[src/rtl/wb_fetch_unpack_pkg.sv]
// Shared types and constants for the wb_fetch prefetch/unpack block.
package wb_fetch_unpack_pkg;

    typedef enum logic [1:0] {
        ST_IDLE  = 2'd0,
        ST_ISSUE = 2'd1,
        ST_RECV  = 2'd2,
        ST_DONE  = 2'd3
    } state_t;

    // Cycles allowed in ISSUE for wb_fetch to drop ready before giving up.
    localparam int ISSUE_TIMEOUT = 4;
    localparam int TMR_BITS      = 3;

    // Number of byte lanes in a fetched word.
    function automatic int byte_lanes(input int width);
        return width / 8;
    endfunction

endpackage

[src/rtl/wb_fetch_unpack_fifo_sync.sv]
// Single-clock word FIFO. Full/empty come from the occupancy count; the
// pointers simply wrap modulo DEPTH. The head word is read straight out of
// the storage registers so the consumer can load it on the pop edge.
module wb_fetch_unpack_fifo_sync #(
    parameter int WIDTH = 32,
    parameter int DEPTH = 16,
    parameter int DBITS = 4
) (
    input  logic             clk_i,
    input  logic             rst_ni,
    input  logic             push_i,
    input  logic [WIDTH-1:0] wr_data_i,
    input  logic             pop_i,
    output logic [WIDTH-1:0] rd_data_o,
    output logic [DBITS:0]   level_o,
    output logic             full_o,
    output logic             empty_o
);

    logic [WIDTH-1:0] mem [DEPTH];
    logic [DBITS-1:0] wr_ptr;
    logic [DBITS-1:0] rd_ptr;
    logic [DBITS:0]   level_q;
    logic             do_push;
    logic             do_pop;

    assign full_o    = (level_q == (DBITS+1)'(DEPTH));
    assign empty_o   = (level_q == '0);
    assign do_push   = push_i && !full_o;
    assign do_pop    = pop_i && !empty_o;
    assign level_o   = level_q;
    assign rd_data_o = mem[rd_ptr];

    // Storage write; contents need no reset because level gates every read.
    always_ff @(posedge clk_i) begin
        if (do_push) mem[wr_ptr] <= wr_data_i;
    end

    // Pointer and occupancy bookkeeping; push and pop together leave level unchanged.
    always_ff @(posedge clk_i or negedge rst_ni) begin
        if (!rst_ni) begin
            wr_ptr  <= '0;
            rd_ptr  <= '0;
            level_q <= '0;
        end else begin
            if (do_push) wr_ptr <= wr_ptr + 1'b1;
            if (do_pop)  rd_ptr <= rd_ptr + 1'b1;
            case ({do_push, do_pop})
                2'b10:   level_q <= level_q + 1'b1;
                2'b01:   level_q <= level_q - 1'b1;
                default: level_q <= level_q;
            endcase
        end
    end

endmodule

[src/rtl/wb_fetch_unpack.sv]
// Snoops wb_fetch read responses into a word FIFO, prefetches whole blocks
// while there is room, and streams the words out as little-endian bytes.
//
//   state | meaning
//   IDLE  | no block outstanding; issue one when enabled, wb_fetch ready, room
//   ISSUE | fetch pulsed; waiting for wb_fetch to drop ready (timeout -> IDLE)
//   RECV  | counting captured acks until the whole block has arrived
//   DONE  | block received; waiting for wb_fetch to return to ready
module wb_fetch_unpack
    import wb_fetch_unpack_pkg::*;
#(
    parameter int WIDTH = 32,
    parameter int FETCH = 8,
    parameter int FBITS = 3,
    parameter int DEPTH = 16,
    parameter int DBITS = 4
) (
    input  logic             clk_i,
    input  logic             rst_ni,
    input  logic             enable_i,
    output logic             fetch_o,
    input  logic             ready_i,
    input  logic             cyc_i,
    input  logic             ack_i,
    input  logic [WIDTH-1:0] dat_i,
    output logic             valid_o,
    input  logic             next_i,
    output logic [7:0]       byte_o,
    output logic [DBITS:0]   level_o,
    output logic             busy_o,
    output logic             oflow_o
);

    localparam int                 LANES      = byte_lanes(WIDTH);
    localparam int                 IBITS      = (LANES > 1) ? $clog2(LANES) : 1;
    localparam logic [DBITS+1:0]   ROOM_LIMIT = (DBITS+2)'(DEPTH - FETCH);
    localparam logic [FBITS:0]     BEATS      = (FBITS+1)'(FETCH);
    localparam logic [IBITS-1:0]   LAST_IDX   = IBITS'(LANES - 1);

    state_t                state_q, state_d;
    logic                  issue;
    logic [TMR_BITS-1:0]   tmr_q;
    logic [FBITS:0]        beat_q;
    logic                  fetch_q;
    logic                  oflow_q;
    logic                  ack_cap;
    logic                  beats_done;
    logic                  room;
    logic [DBITS+1:0]      committed;
    logic                  fifo_full;
    logic                  fifo_empty;
    logic                  fifo_pop;
    logic [DBITS:0]        level;
    logic [WIDTH-1:0]      head;
    logic [WIDTH-1:0]      ser_word;
    logic [IBITS-1:0]      ser_idx;
    logic                  ser_valid;
    logic                  take;
    logic                  take_last;

    assign busy_o     = (state_q != ST_IDLE);
    assign ack_cap    = cyc_i && ack_i && busy_o;
    // The word held by the serializer still counts against free space.
    assign committed  = {1'b0, level} + {{(DBITS+1){1'b0}}, ser_valid};
    assign room       = (committed <= ROOM_LIMIT);
    assign beats_done = (beat_q >= BEATS) || (ack_cap && (beat_q == BEATS - 1'b1));

    wb_fetch_unpack_fifo_sync #(
        .WIDTH (WIDTH),
        .DEPTH (DEPTH),
        .DBITS (DBITS)
    ) u_fifo (
        .clk_i     (clk_i),
        .rst_ni    (rst_ni),
        .push_i    (ack_cap),
        .wr_data_i (dat_i),
        .pop_i     (fifo_pop),
        .rd_data_o (head),
        .level_o   (level),
        .full_o    (fifo_full),
        .empty_o   (fifo_empty)
    );

    // Block sequencing: next state and the issue strobe.
    always_comb begin
        state_d = state_q;
        issue   = 1'b0;
        case (state_q)
            ST_IDLE: begin
                if (enable_i && ready_i && room) begin
                    state_d = ST_ISSUE;
                    issue   = 1'b1;
                end
            end
            ST_ISSUE: begin
                if (!ready_i)           state_d = ST_RECV;
                else if (tmr_q == '0)   state_d = ST_IDLE;
            end
            ST_RECV: begin
                if (beats_done) state_d = ST_DONE;
            end
            ST_DONE: begin
                if (ready_i) state_d = ST_IDLE;
            end
            default: state_d = ST_IDLE;
        endcase
    end

    // State register, issue timeout down-counter, beat counter and sticky overflow.
    always_ff @(posedge clk_i or negedge rst_ni) begin
        if (!rst_ni) begin
            state_q <= ST_IDLE;
            tmr_q   <= '0;
            beat_q  <= '0;
            fetch_q <= 1'b0;
            oflow_q <= 1'b0;
        end else begin
            state_q <= state_d;
            fetch_q <= issue;
            if (issue)                                   tmr_q <= TMR_BITS'(ISSUE_TIMEOUT - 1);
            else if (state_q == ST_ISSUE && tmr_q != '0) tmr_q <= tmr_q - 1'b1;
            if (issue)        beat_q <= '0;
            else if (ack_cap) beat_q <= beat_q + 1'b1;
            if (ack_cap && fifo_full) oflow_q <= 1'b1;
        end
    end

    assign take      = ser_valid && next_i;
    assign take_last = take && (ser_idx == LAST_IDX);
    // Refill on the same edge the last byte leaves, so the stream has no bubble.
    assign fifo_pop  = !fifo_empty && (!ser_valid || take_last);

    // Serializer: one word plus the index of the byte currently presented.
    always_ff @(posedge clk_i or negedge rst_ni) begin
        if (!rst_ni) begin
            ser_word  <= '0;
            ser_idx   <= '0;
            ser_valid <= 1'b0;
        end else if (fifo_pop) begin
            ser_word  <= head;
            ser_idx   <= '0;
            ser_valid <= 1'b1;
        end else if (take_last) begin
            ser_valid <= 1'b0;
        end else if (take) begin
            ser_idx <= ser_idx + 1'b1;
        end
    end

    assign byte_o  = ser_word[{ser_idx, 3'b000} +: 8];
    assign valid_o = ser_valid;
    assign fetch_o = fetch_q;
    assign level_o = level;
    assign oflow_o = oflow_q;

endmodule
[config.mk]
export PLATFORM = sky130hd
export DESIGN_NAME = wb_fetch_unpack
export DESIGN_NICKNAME = d
export VERILOG_FILES = /design/src/rtl/wb_fetch_unpack_pkg.sv /design/src/rtl/wb_fetch_unpack_fifo_sync.sv /design/src/rtl/wb_fetch_unpack.sv
export SDC_FILE = /design/constraint.sdc
export NUM_CORES = 1
export LEC_CHECK = 0
export CORE_MARGIN = 1
export CORE_UTILIZATION = 35
export CTS_BUF_LIST = sky130_fd_sc_hd__clkbuf_4 sky130_fd_sc_hd__clkbuf_8 sky130_fd_sc_hd__clkbuf_16
export DETAILED_ROUTE_END_ITERATION = 10
export HOLD_SLACK_MARGIN = 0.02
export PLACE_DENSITY = 0.61
export REMOVE_ABC_BUFFERS = 1
export SYNTH_ARGS = -nofsm -noshare
export SYNTH_HDL_FRONTEND = slang
export SYNTH_SLANG_ARGS = --single-unit
[constraint.sdc]
create_clock -name clk_i -period 7 [get_ports clk_i]
set_input_delay 1.4 -clock clk_i [delete_from_list [all_inputs] [get_ports clk_i]]
set_output_delay 1.4 -clock clk_i [all_outputs]
set_load 0.005 [all_outputs]
Word level (Yosys, flattened, before mapping)

Memory sizes are Yosys's and may differ from the RTL's. A register that Yosys moved wholly into a read port is not among the register bits.
Cells that the tools add are included.

RAM bits: 512
Memories kept: 1
Word-level logic and storage cells: 85
Input bits: 39
Register bits after elaboration: 27

Shift operators: 1
Add/subtract/negate cells: 8
Eq/ne operators: 13
Multiplexer cells: 20
Reductions and logical operators: 30
$lt $le $gt $ge: 2

Memories:

| memory     | depth | bits a word | rd ports | clocked after Yosys merged registers in | wr ports | line                            | source |
|---|---|---|---|---|---|---|---|
| u_fifo.mem | 16    | 32          | 1        | 1                                       | 1        | wb_fetch_unpack_fifo_sync.sv:20 | `logic [WIDTH-1:0] mem [DEPTH];` |

Operators with widths:

| operator                                                              | number |
|---|---|
| 32-bit by 6-bit variable part select with 8-bit output                | 1 |
| 2-bit 2-to-1 mux                                                      | 8 |
| 4-bit by 1-bit adder with 4-bit output, second input constant         | 3 |
| 1-bit logical AND                                                     | 12 |
| 2-bit nonzero test                                                    | 6 |
| 5-bit one-hot mux with 2 select lines                                 | 1 |
| 2-bit == test, second input constant                                  | 4 |
| 4-bit 2-to-1 mux                                                      | 2 |
| 2-bit one-hot mux with 4 select lines                                 | 1 |
| 5-bit by 1-bit adder with 6-bit output                                | 1 |
| 6-bit by 4-bit <= comparator with 1-bit output, second input constant | 1 |
| 1-bit 2-to-1 mux                                                      | 6 |
| 3-bit 2-to-1 mux                                                      | 2 |
| 2-bit inequality test, second input constant                          | 3 |
| 5-bit by 1-bit adder with 5-bit output, second input constant         | 1 |
| 5-bit == test, second input constant                                  | 1 |
| 5-bit zero test                                                       | 1 |
| 5-bit by 1-bit subtractor with 5-bit output, second input constant    | 1 |
| 2-bit by 1-bit == test with 1-bit output, second input constant       | 2 |
| 4-bit by 3-bit == test with 1-bit output, second input constant       | 1 |
| 4-bit greater-or-equal comparator, second input constant              | 1 |
| 1-bit zero test                                                       | 4 |
| 4-bit AND reduction                                                   | 1 |
| 3-bit zero test                                                       | 1 |
| other kinds (8)                                                       | 9 |

Logic depth before layout (Yosys ltp)

Gate-level depths: netlist of the first run.

Depth in word-level cells: 7
Mapped depth: 11
Gate-level depth less buffers: 9

Hierarchy

From an unflattened synthesis of the first run, not the netlist that was laid out.

Cells, all modules: 1,171
Area, all modules: 22,575.4 um^2

By module, submodules not included:

| module                    | area each (um^2) | cells an instance | times used | seq. area each (um^2) |
|---|---|---|---|---|
| wb_fetch_unpack_fifo_sync | 20,392.1         | 1,012             | 1          | 15,700.1 |
| wb_fetch_unpack           | 2,183.3          | 159               | 1          | 1,151.1 |

Worst setup path before layout of the first run

No wires, ideal clock.

Kind: input -> register
From: input ack_i
To: memory u_fifo.mem[3][0], enable pin
Required time: 6,539 ps
Slack: 2,028 ps
Arrival: 4,511 ps
Cell stages on the path: 5
Library setup time: 461 ps
Cells stage by stage: o211a_1 > clkbuf_1 > a21boi_2 > nand2_1 > nor3_1

Word-level cells in the longest chain between the ends: 5

Ends and longest elaborated chain:

| what                                   | line                            | source |
|---|---|---|
| start: declaration                     | wb_fetch_unpack.sv:24           | `input logic ack_i,` |
| 1-bit logical AND (2 in series)        | wb_fetch_unpack.sv:62           | `assign ack_cap = cyc_i && ack_i && busy_o;` |
| 1-bit logical AND                      | wb_fetch_unpack_fifo_sync.sv:29 | `assign do_push = push_i && !full_o;` |
| 1-bit 2-to-1 mux                       | wb_fetch_unpack_fifo_sync.sv:36 | `if (do_push) mem[wr_ptr] <= wr_data_i;` |
| 1-bit 2-to-1 mux (implied by the code) | wb_fetch_unpack_fifo_sync.sv:36 |  |
| end: declaration                       | wb_fetch_unpack_fifo_sync.sv:20 |  |

No other way between the ends.

Worst setup path after layout of the first run

From: register ser_idx[0]
To: output byte_o[0]

Word-level cells in the longest chain between the ends: 1

Ends and longest elaborated chain:

| what                                                   | line                   | source |
|---|---|---|
| start: declaration                                     | wb_fetch_unpack.sv:56  | `logic [IBITS-1:0] ser_idx;` |
| start signal: assignment                               | wb_fetch_unpack.sv:146 | `ser_idx <= ser_idx + 1'b1;` |
| 32-bit by 6-bit variable part select with 8-bit output | wb_fetch_unpack.sv:150 | `assign byte_o = ser_word[{ser_idx, 3'b000} +: 8];` |
| end: declaration                                       | wb_fetch_unpack.sv:28  | `output logic [7:0] byte_o,` |

No other way between the ends.

==> results of run 1 <==
[report_power, final]
group | internal (mW) | switching [mW] | leakage [nW] | total, mW
Combinational | 1.19 | 1.17 | 1.82 | 2.36
Sequential | 4.02 | 0.300 | 5.28 | 4.32
Clock | 1.81 | 1.27 | 0.959 | 3.08
Total | 7.01 | 2.75 | 8.06 | 9.76
[state kept, by name, indices dropped and copies added, names as in the netlist, 2 cells and up, named ones only]
| register | count |
|---|---|
| u_fifo.mem | 512 |
| u_fifo.wr_ptr | 4 |
| u_fifo.rd_ptr | 4 |
| tmr_q | 3 |
| ser_word | 32 |
| beat_q | 4 |
| ser_idx | 2 |
| u_fifo.level_o | 5 |
[path summary, 6_finish.rpt]
path | depth (start not counted) | endpoint
max in group asynchronous | 1 | u_fifo.rd_ptr[1]
min | 1 | oflow_o
min reg2reg | 1 | oflow_o
max reg2reg | 9 | u_fifo.level_o[4]
min in group asynchronous | 1 | ser_word[18]
max | 2 | byte_o[0]
[layer usage]
| layer | vias up | part of all wire | GRT usage |
|---|---|---|---|
| met2 | 267 | 0.47 | 0.233 |
| met5 | - | 0.00028 | 0 |
| met3 | 69 | 0.060 | 0.0333 |
| met1 | 5596 | 0.45 | 0.212 |
| met4 | 2 | 0.016 | 0.0336 |
| li1 | 4449 | - | - |
[final cells by class]
type / count / area, um2 / area share
Multi-Input combinational cell: 387 / 5090 / 0.198
Timing Repair Buffer: 73 / 696 / 0.0271
Tap cell: 837 / 1050 / 0.0408
Clock buffer: 81 / 1660 / 0.0648
Sequential cell: 571 / 16900 / 0.657
Clock inverter: 27 / 255 / 0.00995
Inverter: 11 / 41.3 / 0.00161
[placed cells by master (no fill, tap or decap), drive strengths merged, types with 2 or more instances in the layout]
master	count
mux2	34
bufinv	4
a21o	2
clkinv	17
xor2	6
buf	19
xnor2	10
o211ai	2
mux4	136
nand2b	4
nor3	5
dfrtp	59
a21boi	2
a22o	2
a31o	2
o22ai	65
edfxtp	512
a31oi	2
a21oi	36
nand4	5
ha	16
mux2i	3
clkbuf	81
clkdlybuf4s50	54
nand2	12
clkinvlp	2
nor2	21
nor2b	4
inv	15
o21ai	5
[cell usage after synthesis (all sizes together), types with 2 or more instances]
| cell type | number | area (um2) |
|---|---|---|
| nor2 | 21 | 78.8 |
| a31oi | 2 | 12.5 |
| ha | 16 | 200 |
| a21boi | 2 | 18.8 |
| dfrtp | 59 | 1480 |
| xnor2 | 10 | 87.6 |
| o211ai | 2 | 20.0 |
| mux4 | 136 | 3060 |
| mux2 | 34 | 383 |
| edfxtp | 512 | 15400 |
| a31o | 2 | 17.5 |
| o21ai | 5 | 25.0 |
| a21o | 2 | 15.0 |
| nor2b | 4 | 25.0 |
| nand2b | 4 | 25.0 |
| clkbuf | 22 | 82.6 |
| mux2i | 3 | 30.0 |
| o22ai | 65 | 407 |
| buf | 38 | 228 |
| nand4 | 5 | 31.3 |
| inv | 11 | 41.3 |
| a21oi | 36 | 255 |
| xor2 | 6 | 52.6 |
| nor3 | 5 | 25.0 |
| nand2 | 12 | 45.0 |
| a22o | 2 | 17.5 |
[worst max-delay path, cell delays in order (launching register included)]
cell and delay (ns):
dfrtp_1 1.00, mux4_2 0.69, clkdlybuf4s50_1 0.49
[stage by stage]
| step | utilization | hold slack (ns) | worst slack, ns | std cells |
|---|---|---|---|---|
| floorplan | - | 0.459 | 0.723 | 969 |
| global route | 0.413 | 0.501 | 2.70 | 1987 |
| global placement | 0.382 | 0.466 | 2.62 | 1879 |
| detailed placement | 0.382 | 0.463 | 2.56 | 1879 |
| CTS | 0.413 | 0.477 | 2.72 | 1987 |
| finish | 0.413 | 0.472 | 2.80 | 1987 |
[cell families after synthesis]
group | share of synthesized area
buf+inv | 0.0159
simple gates | 0.0123
flops | 0.760
fa+ha+maj | 0.00994
compound gates | 0.0385
mux | 0.157
xor+xnor | 0.00632
==> summary.md, run 1 <==
| Metric | Value |
|---|---|
| Status | complete, no violations |
| Final Cell Area | 25700 um2 |
| Yosys reg bits | 571 |
| CP startpoint | ser_idx[0] |
| Largest net degree at the start of global routing | 106 |
| Root Buffer | clkbuf_16 |
| Startpoint types | register |
| IO buf count | 55 |
| Setup crit end kind | output pin |
| Area grow syn2layout | 15.7% |
| Pwr Density | 380 nW/um2 |
| ANT cells | 0 |
| Number of global-route vias before repair | 10700 |
| Cell Rows | 91 |
| Post-route setup TNS | 0 ns |
| Worst EP required | 5.60 ns |
| Routability cong. | 0.738 |
| Netlist cell types | 45 |
| Initial Util | 0.357 |
| Syn_area_per_cell | 21.5 um2 |
| Kind of critical path | reg -> out |
| Yosys warns | 0 |
| Latest clock arrival within the worst-skew pair | 0.62 ns |
| Worst r2r src | ser_idx[0] |
| CP max FO | 11 |
| Final setup violation count | 0 |
| Max clock buf depth | 3 |
| Remaining routing DRC violations | 0 |
| Die width | 254 um |
| Mapped Area | 22200 um2 |
| Post-synth EDFFs | 512 |
| H-tree Lvls | 2 |
| GR Util All Layers | 0.149 |
| Flop2flop setup slack | 3.23 ns |
| WL/cell | 23.6 um |
| Sequential fraction of the synthesis area | 0.760 |
| Post-CTS resize count | 0 |
| Max Transition Viols Final | 0 |
| # clock sinks | 571 |
| Fmax | 0.238 GHz |
| Starting DRT DRC Count | 1061 |
| CP Data Arrival Time | 2.80 ns |
| Post-synth top flop | edfxtp_1 |
| Drt first pass iters | 5 |
| HP Class | reg -> reg |
| Leakage power | 8.06 nW |
| Layout cells sized above 1 | 0.293 |
| Final period util | 0.600 |
| Dpl cell area | 23700 um2 |
| FFs w/ async S/R, synth | 0.103 |
| Initial antenna violation count | 2 |
| CTS tree | yes |
| Reg clk slew, reported paths | 0.06 ns |
| Global route overflow | 0 |
| HP Start | oflow_o |
| Fin. Hold Viols | 0 |
| Fin Clk Skew | 0.0176 ns |
| IO Count | 56 |
| Layout net count | 1158 |
| Via count | 10400 |
| Total Die Area | 64300 um2 |
| Core area | 62200 um2 |
| Peak VDD IR | 0.191 mV |
| Fin crit period | 4.20 ns |
| Slew @ Worst Pin | 1.19 ns |
| RSZ-0062 raised after global routing | false |
| Total wire length | 46800 um |
| First-pass GRT wire length | 70400 um |
| Max_cap viols | 0 |
| Setup Buffers After CTS | 0 |
| # fillers | 5484 |
| Max transition margin | 0.206 |
| HPWL after DPL | 25100 um |
| Post-DRT Antenna Nets | 0 |
| Number of CTS-inserted buffers | 58 |
| Die height | 254 um |
| CTS hold repair buffers | 0 |
| Synthesized netlist cell count | 1029 |
| Vias/cell | 5.23 |
| Power consumption | 9.76 mW |
(Power assumes the default switching activity.)
==> inputs of run 2 (changes only) <==
--- a/config.mk
+++ b/config.mk
@@ -10,7 +10,7 @@
 export CTS_BUF_LIST = sky130_fd_sc_hd__clkbuf_4 sky130_fd_sc_hd__clkbuf_8 sky130_fd_sc_hd__clkbuf_16
 export DETAILED_ROUTE_END_ITERATION = 10
 export HOLD_SLACK_MARGIN = 0.02
-export PLACE_DENSITY = 0.61
+export PLACE_DENSITY = 0.63
 export REMOVE_ABC_BUFFERS = 1
 export SYNTH_ARGS = -nofsm -noshare
 export SYNTH_HDL_FRONTEND = slang
==> constraint.sdc (replaced) <==
create_clock -name clk_i -period 3.4 [get_ports clk_i]
set_input_delay 0.68 -clock clk_i [delete_from_list [all_inputs] [get_ports clk_i]]
set_output_delay 0.68 -clock clk_i [all_outputs]
set_load 0.005 [all_outputs]
==> summary.md, run 2 (same netlist as run 1, synthesis figures left out) <==
| Metric | Value |
|---|---|
| Via count | 10400 |
| Fmax | 0.324 GHz |
| ANT cells | 0 |
| CTS tree | yes |
| Kind of critical path | reg -> out |
| Area grow syn2layout | 17.9% |
| Peak VDD IR | 0.411 mV |
| Remaining routing DRC violations | 0 |
| Initial antenna violation count | 0 |
| Starting DRT DRC Count | 746 |
| RSZ-0062 raised after global routing | false |
| Pwr Density | 780 nW/um2 |
| CP max stage cell | mux4_2 |
| Root Buffer | clkbuf_16 |
| Setup WS post-layout | 0.314 ns |
| WL/cell | 23.7 um |
| Die width | 254 um |
| Number of global-route vias before repair | 11100 |
| Die height | 254 um |
| HP Class | in -> async |
| # clock sinks | 571 |
| Routability cong. | 0.736 |
| Layout cells sized above 1 | 0.313 |
| Drt first pass iters | 5 |
| Hold slack | 0.216 ns |
| HPWL after DPL | 26700 um |
| CP Data Arrival Time | 2.41 ns |
| Reg clk slew, reported paths | 0.06 ns |
| Number of CTS-inserted buffers | 56 |
| Core Util, Final | 0.420 |
| Max reg flops | 512 |
| First-pass GRT wire length | 71800 um |
| CP max FO | 10 |
| Global route overflow | 0 |
| Total wire length | 47600 um |
| Post-DRT Antenna Nets | 0 |
| Startpoint types | register |
| Max Transition Viols Final | 0 |
| DP Worst Slack | 0.307 ns |
| IO buf count | 55 |
| Max transition margin | 0.322 |
| CP cell instances | buf_4 > mux4_2 > clkdlybuf4s50_1 |
| Max_cap viols | 0 |
| CTS hold repair buffers | 0 |
| Largest net degree at the start of global routing | 69 |
| Worst r2r src | u_fifo.level_o[2] |
| Initial Util | 0.357 |
| Path depth of the worst reg2reg path | 8 |
| Power consumption | 20.4 mW |
| Setup Buffers After CTS | 0 |
| Layout net count | 1184 |
| IO Count | 56 |
| Setup crit end kind | output pin |
| Fin crit period | 3.09 ns |
| Slew @ Worst Pin | 1.02 ns |
| Latest clock arrival within the worst-skew pair | 0.60 ns |
| GR Util All Layers | 0.152 |
| Vias/cell | 5.19 |
| Cell Rows | 91 |
| Max clock buf depth | 3 |
| Fin Clk Skew | 0.0191 ns |
| Dpl cell area | 24200 um2 |
| Status | complete, no violations |
| Leakage power | 8.28 nW |
| Post-CTS resize count | 0 |
| Reg2reg end | u_fifo.level_o[4] |
| Total Die Area | 64300 um2 |
| Most common cell after layout, fill and taps aside | edfxtp_1 |
| Final Cell Area | 26100 um2 |
| Commonest non-fill, non-tap cells in the layout | edfxtp_1, mux4_2, o22ai_1 |
| Final setup violation count | 0 |
| Worst EP required | 2.72 ns |
| Top reg by flops | u_fifo.mem |
| Core area | 62200 um2 |
| Final period util | 0.908 |
| Worst path max stage delay | 0.63 ns |
| Flop2flop setup slack | 0.56 ns |
| H-tree Lvls | 2 |
| Fin. Hold Viols | 0 |
-- run 2: cell types whose count changed in the layout (fill, tap and decap cells not counted) --
cell,previous run,this run
clkinv_1,9,4
buf_4,18,29
clkbuf_16,58,57
buf_12,1,18
clkbuf_8,6,7
clkinv_4,0,3
clkbuf_4,17,15
bufinv_16,4,7
inv_6,4,2
clkinv_2,7,9
clkinv_8,1,0
-- run 2: worst max-delay path: cells and delay by family (launching register included) --
kind | cells | cell delay [ns]
mux | 1 | 0.63
flops | 1 | 0.35
buf+inv | 2 | 0.82
-- run 2: report_power, final --
group	switching [mW]	internal [mW]	leakage, nW
Combinational	2.48	2.59	2.02
Clock	2.58	3.89	0.984
Sequential	0.572	8.27	5.28
-- run 2: layer usage --
layer / part of all wire / global-route usage
met5: 0 / 0
met4: 0.025 / 0.0491
met3: 0.060 / 0.0284
met2: 0.48 / 0.245
met1: 0.43 / 0.207
-- run 2: worst max path at each step --
| stage | start | end | depth (start not counted) |
|---|---|---|---|
| 6_report | ser_idx[0] | byte_o[2] | 3 |
| 2_1_floorplan | u_fifo.rd_ptr[1] | ser_word[22] | 4 |
| 5_1_grt | ser_idx[0] | byte_o[2] | 3 |
| 4_1_cts | ser_idx[0] | byte_o[2] | 3 |
| 3_3_place_gp | next_i | u_fifo.level_o[4] | 9 |
| 3_5_place_dp | next_i | u_fifo.level_o[4] | 9 |
-- run 2: per-stage QoR --
stage / cells / TNS (ns)
after floorplan: 969 / -190.19
after global placement: 1907 / 0
after detailed placement: 1907 / 0
after CTS: 2013 / 0
after global routing: 2013 / 0
final: 2013 / 0
-- run 2: final cells by class --
class | instances | area (um2)
inverters | 11 | 41.3
fillers | 5408 | 36000
multi-input cells | 387 | 5090
flip-flops and latches | 571 | 16900
clock inverters | 27 | 329
repair buffers | 101 | 1120
clock buffers | 79 | 1640
well taps | 837 | 1050
==> inputs of run 3 (changes only) <==
--- a/config.mk
+++ b/config.mk
@@ -12,6 +12,7 @@
 export HOLD_SLACK_MARGIN = 0.02
 export PLACE_DENSITY = 0.63
 export REMOVE_ABC_BUFFERS = 1
+export SLEW_MARGIN = 20
 export SYNTH_ARGS = -nofsm -noshare
 export SYNTH_HDL_FRONTEND = slang
 export SYNTH_SLANG_ARGS = --single-unit
==> results of run 3 <==
No change in the layout: final DEF, timing and power equal those of run 2.
